[src/rtl/tff_counter_pkg.sv]
// Shared constants and helpers for the T-flip-flop counter family.
package tff_counter_pkg;

    localparam int DEFAULT_WIDTH = 3;

    // All-ones reset pattern for a counter of the given width (up to 64 bits).
    function automatic logic [63:0] reset_value(input int width);
        logic [63:0] v;
        v = '0;
        for (int i = 0; i < 64; i++) begin
            if (i < width) v[i] = 1'b1;
        end
        return v;
    endfunction

endpackage

[src/rtl/tff_cell.sv]
// Single toggle flip-flop bit with synchronous active-low reset and parallel load.
module tff_cell #(
    parameter logic RESET_Q = 1'b1
) (
    input  logic clk,
    input  logic reset,
    input  logic t,
    input  logic ld,
    input  logic d,
    output logic q,
    output logic qn
);

    always_ff @(posedge clk) begin
        if (!reset) begin
            q  <= RESET_Q;
            qn <= ~RESET_Q;
        end else if (ld) begin
            q  <= d;
            qn <= ~d;
        end else if (t) begin
            q  <= ~q;
            qn <= ~qn;
        end
    end

endmodule

[src/rtl/tff_downcounter.sv]
// Synchronous down-counter built from tff_cell bits with load, zero flag and wrap pulse.
// Define TFF_DOWNCOUNTER_SATURATE_EN to make the count stop at zero instead of wrapping.
module tff_downcounter
    import tff_counter_pkg::*;
#(
    parameter int WIDTH = DEFAULT_WIDTH
) (
    input  logic             clk,
    input  logic             reset,
    input  logic             en,
    input  logic             load,
    input  logic [WIDTH-1:0] load_val,
    output logic [WIDTH-1:0] q,
    output logic [WIDTH-1:0] qn,
    output logic             zero,
    output logic             wrap
);

    localparam logic [63:0]      RST_FULL = reset_value(WIDTH);
    localparam logic [WIDTH-1:0] RST_Q    = RST_FULL[WIDTH-1:0];

    logic             cnt_en;
    logic [WIDTH-1:0] t;

    assign zero = (q == '0);

`ifdef TFF_DOWNCOUNTER_SATURATE_EN
    assign cnt_en = en & ~zero;
`else
    assign cnt_en = en;
`endif

    // A bit toggles on decrement when every lower bit is zero (borrow ripples through).
    always_comb begin
        t[0] = cnt_en;
        for (int i = 1; i < WIDTH; i++) begin
            t[i] = t[i-1] & ~q[i-1];
        end
    end

    for (genvar i = 0; i < WIDTH; i++) begin : g_bit
        tff_cell #(
            .RESET_Q(RST_Q[i])
        ) u_cell (
            .clk  (clk),
            .reset(reset),
            .t    (t[i]),
            .ld   (load),
            .d    (load_val[i]),
            .q    (q[i]),
            .qn   (qn[i])
        );
    end

`ifdef TFF_DOWNCOUNTER_SATURATE_EN
    always_ff @(posedge clk) begin
        wrap <= 1'b0;
    end
`else
    always_ff @(posedge clk) begin
        if (!reset || load) begin
            wrap <= 1'b0;
        end else begin
            wrap <= en & zero;
        end
    end
`endif

endmodule
[config.mk]
export PLATFORM = sky130hd
export DESIGN_NAME = tff_downcounter
export DESIGN_NICKNAME = d
export VERILOG_FILES = /design/src/rtl/tff_counter_pkg.sv /design/src/rtl/tff_cell.sv /design/src/rtl/tff_downcounter.sv
export SDC_FILE = /design/constraint.sdc
export NUM_CORES = 1
export LEC_CHECK = 0
export ABC_AREA = 0
export ABC_CLOCK_PERIOD_IN_PS = 1650
export CORE_AREA = 3 3 40 42
export CTS_CLUSTER_SIZE = 14
export DETAILED_ROUTE_END_ITERATION = 8
export DIE_AREA = 0 0 43 45
export GPL_ROUTABILITY_DRIVEN = 1
export HOLD_SLACK_MARGIN = 0.15
export PLACE_DENSITY = 0.62
export SLEW_MARGIN = 20
export SYNTH_ARGS = -nofsm -noshare
export SYNTH_HDL_FRONTEND = slang
export SYNTH_SLANG_ARGS = --single-unit
[constraint.sdc]
create_clock -name clk -period 1.65 [get_ports clk]
set_input_delay 0.495 -clock clk [delete_from_list [all_inputs] [get_ports clk]]
set_output_delay 0.495 -clock clk [all_outputs]
set_load 0.05 [all_outputs]
==> results of run 1 <==
## cells in the final DEF, fill, tap and decap left out, drive strengths merged
master	count
nor3b	1
clkdlybuf4s50	6
mux2i	1
xor2	2
buf	12
o2111ai	1
o211a	2
nor3	1
a21oi	2
o221ai	1
and2b	1
nor4b	1
o211ai	1
clkbuf	4
or4b	1
xnor2	1
o21ai	1
dfxtp	7
inv	2
nand2	5
## final cells by class
class	instances	area, um^2	share of cell area
well taps	15	18.8	0.0301
repair buffers	18	250	0.401
multi-input cells	22	181	0.291
clock buffers	4	26.3	0.0421
inverters	2	7.51	0.0120
flip-flops and latches	7	140	0.224
## worst paths after layout
kind	startpoint	endpoint	slack [ns]	cells past startpoint
min	g_bit[2].u_cell.q	wrap	0.60	1
min reg2reg	g_bit[2].u_cell.q	wrap	0.60	1
max	g_bit[0].u_cell.q	zero	0.08	2
max reg2reg	g_bit[0].u_cell.q	g_bit[2].u_cell.qn	0.34	3
## cells by family (layout without fill, tap and decap cells)
logic type,Yosys count,in the layout,share of synthesized area
mux,1,1,0.0281
compound gates,8,8,0.182
xor+xnor,3,3,0.0737
simple gates,10,10,0.175
buf+inv,8,24,0.147
flops,7,7,0.393
## repair_timing
item                                   in CTS  in global routing
gates resized for setup                     0                  2
endpoints found under the hold margin       0                  0
setup endpoints to repair                   0                  2
## power by group through the flow
| stage | clock network [mW] | logic (mW) | registers [mW] |
|---|---|---|---|
| floorplan | 0 | 0.0914 | 0.196 |
| CTS | 0.165 | 0.154 | 0.201 |
| global route | 0.172 | 0.162 | 0.206 |
| global placement | 0 | 0.153 | 0.204 |
| detailed placement | 0 | 0.154 | 0.205 |
| finish | 0.156 | 0.154 | 0.204 |
## critical path, stage by stage (launching register included)
cell	delay, ns
sky130_fd_sc_hd__dfxtp_1	0.41
sky130_fd_sc_hd__nor3_4	0.26
sky130_fd_sc_hd__buf_12	0.16
## sequential cells by signal, indices dropped and copies added (netlist names)
register	flops
g_bit.u_cell.q	3
g_bit.u_cell.qn	3
wrap	1
## routing by layer
layer  up-vias  track usage  wire (um)
li1        159            -          -
met1       136        0.102        325
met3         0       0.0438         78
met2        11        0.147        361
met5         -            0          0
met4         0       0.0542          0
## metrics by stage
step	cell area, um^2	total power, mW	hold slack, ns	worst slack (ns)	util
after floorplan	362	0.287	0.472	0.131	-
after global placement	586	0.358	0.561	-0.185	0.456
after detailed placement	586	0.358	0.560	-0.157	0.456
after CTS	612	0.520	0.566	0.0335	0.476
after global routing	624	0.540	0.645	0.0139	0.486
final	624	0.514	0.596	0.0779	0.486
==> run summary, run 1 <==
The proportion of total power due to net switching is 0.308, and the number of violations of the max-capacitance limit is 0. STA puts the critical path data arrival time at 1.08 ns. The period utilization is 0.953, and the buffers inserted during post-CTS setup optimization is 0. In this run, post-CTS hold repair placed 0 buffers.

Of all nets on the critical path, the largest fanout is 6. The net count of the mapped netlist was 44; the detail-routed via count per cell was 4.50. The number of different library cells used by synthesis comes to 18.

The final layout contains routed wiring with a total length of 764 um. Counting instances in the post-synthesis netlist gives the leading cell types as sky130_fd_sc_hd__dfxtp_1 (7), sky130_fd_sc_hd__buf_4 (6), sky130_fd_sc_hd__nand2_1 (5). The most used flip-flop cell after synthesis is sky130_fd_sc_hd__dfxtp_1. After synthesis the netlist holds a flip-flop and latch count of 7. The run gives 0.278 as the effective utilization at floorplan.

The average wire length per cell after detail routing was 11.2 um; the HPWL after detailed placement was 604 um. The gate count after technology mapping came out at 37. The fraction of synthesis flops using an asynchronous set or reset pin is 0, and the top-area cell type share of the netlist area is 0.393.

The congestion estimate from routability-driven global placement came to 0.664. The tools report the antenna diode count as 0. 15 I/O pins were placed. The mean instance size in the synthesized netlist was 9.64 um^2; the final setup violation count was 0. Clock-pin slew was measured on the worst setup and hold paths at 0.06 ns.

At the worst endpoint, the required time is 1.15 ns. Fraction of layout instances using a drive strength above 1: 0.377. The smallest clock period supported by the final layout is computed as 1.57 ns.

Number of hold violations in the final report: 0. Setup repair after global routing left no endpoint under its margin. The path class of the tightest hold or removal check is reg -> reg. The tools report the post-synthesis instance area as 357 um^2. From synthesis to final layout, the design area changed by 75.1%.

The run gives 1 as the number of search-and-repair iterations in the first detailed-routing pass. Entering global routing, the biggest net connects 8 pins. Area inside the core boundary: 1280 um^2. TritonCTS built the clock tree. The maximum clock path buffer count was 2. The run gives 0 as the number of antenna violations at the first check in global routing.

The first-pass GRT wire length came out at 1260 um. The startpoint type of the worst setup path was a flop. The layout has 123 filler cells. The tools report the number of routed nets with antenna violations as 0. The count of placed standard cells including taps was 64.

The proportion of synthesized chip area in sequential cells is 0.393, and the highest attainable clock frequency is 0.636 GHz. Summed over all cells, the static leakage comes to 0.277 nW. At the pin with the least slew margin, the transition time is 0.361 ns. Yosys printed 0 warnings. The part of the power in the clock network is 0.304. The final setup skew is 0.00293 ns.

The level count of the clock H-tree is 1, and the die footprint is 1940 um^2. Adding up every negative setup slack in the final design gives 0 ns. The non-filler instance count after layout is 68, and the total internal power is 355 uW. The combinational power share came out at 0.299.

The cell with the most instances after synthesis was sky130_fd_sc_hd__dfxtp_1. By area the synthesized netlist is led by sky130_fd_sc_hd__dfxtp_1 (39%), sky130_fd_sc_hd__buf_4 (13%), sky130_fd_sc_hd__o211a_1 (5.6%). Clock tree synthesis inserted a total of 3 buffers.

The final route contains 306 vias. The sequential group share of total power was 0.396. The tools report the total routing usage reported by global routing as 0.0926.

The final net count came out at 61. The tools report the clock root buffer as sky130_fd_sc_hd__clkbuf_4. The number of sinks on the clock net was 7; the number of global-route vias before repair was 292. Of all cell types, the one taking the most synthesized area is sky130_fd_sc_hd__dfxtp_1. For this run the aggregate overflow at the end of global routing stands at 0. The critical path in this run is classified as reg -> out. The run gives 0.25 ns as the insertion delay to the later sink of the worst-skew pair. After detailed routing, the number of remaining DRC violations is 0.

The worst slew margin relative to its limit came out at 0.759. The peak supply drop was 0.379 mV. In this run the power spent charging and discharging nets is 158 uW.

The flow ran to the end, and the final reports show no timing, DRC or antenna violations. The count of buffers added on input and output ports is 14. For the max-slew violation count, the log shows 0.

Yosys mapped a number of flops with a built-in enable equal to 0. STA classifies the critical path endpoint as an output port. Vertical extent of the die: 45 um.

In this run the horizontal extent of the chip is 43 um. The power density normalized to cell area is 823 nW/um^2. For the number of core rows, the log shows 13. The first routing iteration left 0 violations.
Note: power is estimated with default switching activity, not from simulation.
==> run 2, diff against run 1 <==
MAX_ROUTING_LAYER = met4   (was unset)
==> run summary, run 2 (same netlist as run 1, synthesis figures left out) <==
The run finished with clean final reports. Across the VDD grid, the largest voltage drop is 0.380 mV. The largest registers in the layout are g_bit.u_cell.q: 3 flops, g_bit.u_cell.qn: 3 flops, wrap: 1 flops. The first detailed-routing pass took 3 iterations. The tool flagged a number of max-cap violations equal to 0. The total overflow left after global routing is 0. For the pin with the worst max-slew slack, the measured transition is 0.363 ns.

The total DRC errors in the routed layout is 0, and the vertical extent of the die is 45 um. For this run, the post-layout net count is 61. The logs give 0 for the max-slew violation count and 0.596 ns for the minimum hold slack.

The repair_antennas step left the layout with diodes totalling 0. CTS saw 7 sinks. The logs give 1940 um^2 for the die footprint and 291 for the number of global-route vias before repair. The count of nets left with antenna violations once routing finished came out at 0. The arrival time reported for the critical path endpoint is 1.08 ns.

The power density normalized to cell area is 823 nW/um^2. The run gives 3 as the total CTS buffers. Data on the critical path is required at its endpoint by 1.15 ns.

Along the worst path, the maximum fanout reaches 6. In this run the worst hold path is classified as reg -> reg. For the detailed router's first-iteration violation count, the log shows 1. The final estimated routing congestion in global placement was 0.670; the net switching power was 158 uW.

The standard cell with the maximum stage delay on the critical path is sky130_fd_sc_hd__dfxtp_1. In this design, the largest share of critical-path delay is due to flip-flops. The clock passes through at most 2 buffers.

The total routing usage reported by global routing was 0.0954; the fraction of layout instances using a drive strength above 1 was 0.377. STA classifies the critical path endpoint as an output port. The number of hold violations in the final report was 0; the detail-routed via count per cell was 4.50. Internal power comes to 355 uW. Dividing the detail-routed wire length by the instance count gives 11.4 um.

Summed over all cells, the static leakage comes to 0.277 nW. The number of core rows was 13. Walking the worst path, the cells encountered are nor3_4 > buf_12. The number of antenna violations at the first check in global routing was 0; the number of I/O pins was 15.

The tools report the final setup skew as 0.00258 ns. Once layout is complete, the cells apart from fillers number 68. The critical path in this run is classified as reg -> out. The later pin in the worst-skew pair is clocked with a latency of 0.25 ns. The period utilization is 0.953, and the total buffers and inverters traversed by the critical path is 1. The root buffer cell chosen for the clock tree is sky130_fd_sc_hd__clkbuf_4. The level count of the clock H-tree was 1. The run gives 0.304 as the part of the power in the clock network.

The clock-pin slew of the registers on the worst-case setup and hold paths is 0.06 ns, and the overall via count from detail_route is 306. The first global-routing pass estimated 1260 um of wire. In this run the standard cell core region covers 1280 um^2. Leaving out fill and tap cells, the most frequent cells in the layout are sky130_fd_sc_hd__buf_12 (8), sky130_fd_sc_hd__dfxtp_1 (7), sky130_fd_sc_hd__clkdlybuf4s50_1 (6), sky130_fd_sc_hd__nand2_1 (5), sky130_fd_sc_hd__buf_4 (4).

The logs give 0 for the final setup violation count and 8 for the largest net degree at the start of global routing. TritonCTS built the clock tree. Sequential group share of total power: 0.396. The worst slew margin relative to its limit was 0.758. From synthesis to final layout, the design area changed by 75.1%.

The HPWL after detailed placement is 604 um. Effective utilization at floorplan: 0.278. The largest single stage delay on the critical path is 0.41 ns. The most common cell after layout, fill and taps aside was sky130_fd_sc_hd__buf_12. Derived from the worst setup path, the maximum achievable clock frequency is 0.636 GHz. Setup repair after global routing left no endpoint under its margin. The startpoint type of the worst setup path is a flop. From left edge to right edge, the die measures 43 um. The run gives 775 um as the routed wire length. The proportion of total power due to net switching is 0.308, and the combinational power share is 0.299.

The final period demand of the worst path is 1.57 ns. After detailed placement, the design holds a cell count of 64. For this design, the CTS-stage hold fixing added 0 buffers. Buffers placed on the I/O ports in this run total 14.
==> run 2: power groups by stage <==
stage	combinational (mW)	sequential (mW)	clock, mW
after global placement	0.153	0.204	0
after detailed placement	0.154	0.205	0
after floorplan	0.0914	0.196	0
final	0.154	0.204	0.156
after global routing	0.162	0.206	0.172
after CTS	0.154	0.201	0.165
==> run 2: what timing repair did <==
action,CTS,global route
endpoints found under the hold margin,0,0
setup endpoints to repair,0,2
gates resized for setup,0,2
buffers inserted,0,0
==> run 2: layout make-up <==
type / instances / area, um^2
fill: 123 / 661
tap: 15 / 18.8
sequential: 7 / 140
clock buffer: 4 / 26.3
timing repair buffer: 18 / 250
multi-input combinational: 22 / 181
inverter: 2 / 7.51
==> run 2: worst paths after layout <==
check | start | to | slack, ns | cells past startpoint
worst min register to register | g_bit[2].u_cell.q | wrap | 0.60 | 1
worst max-delay path | g_bit[0].u_cell.q | zero | 0.08 | 2
worst min-delay path | g_bit[2].u_cell.q | wrap | 0.60 | 1
worst max register to register | g_bit[0].u_cell.q | g_bit[2].u_cell.qn | 0.34 | 3
==> run 2: per-layer routing <==
metal / routed length (um) / GRT usage / vias up
met5: 0 / - / -
met4: 6 / 0.0542 / 0
met3: 77 / 0.0438 / 2
met2: 356 / 0.147 / 11
met1: 334 / 0.102 / 134
li1: - / - / 159
==> run 2: metrics by stage <==
step | setup TNS [ns] | util | total power [mW] | worst slack [ns] | instance area (um^2)
3_3_place_gp | -0.505 | 0.456 | 0.358 | -0.185 | 586
2_1_floorplan | 0 | - | 0.287 | 0.131 | 362
3_5_place_dp | -0.451 | 0.456 | 0.358 | -0.157 | 586
6_report | 0 | 0.486 | 0.514 | 0.0768 | 624
4_1_cts | 0 | 0.476 | 0.520 | 0.0335 | 612
5_1_grt | 0 | 0.486 | 0.540 | 0.0139 | 624
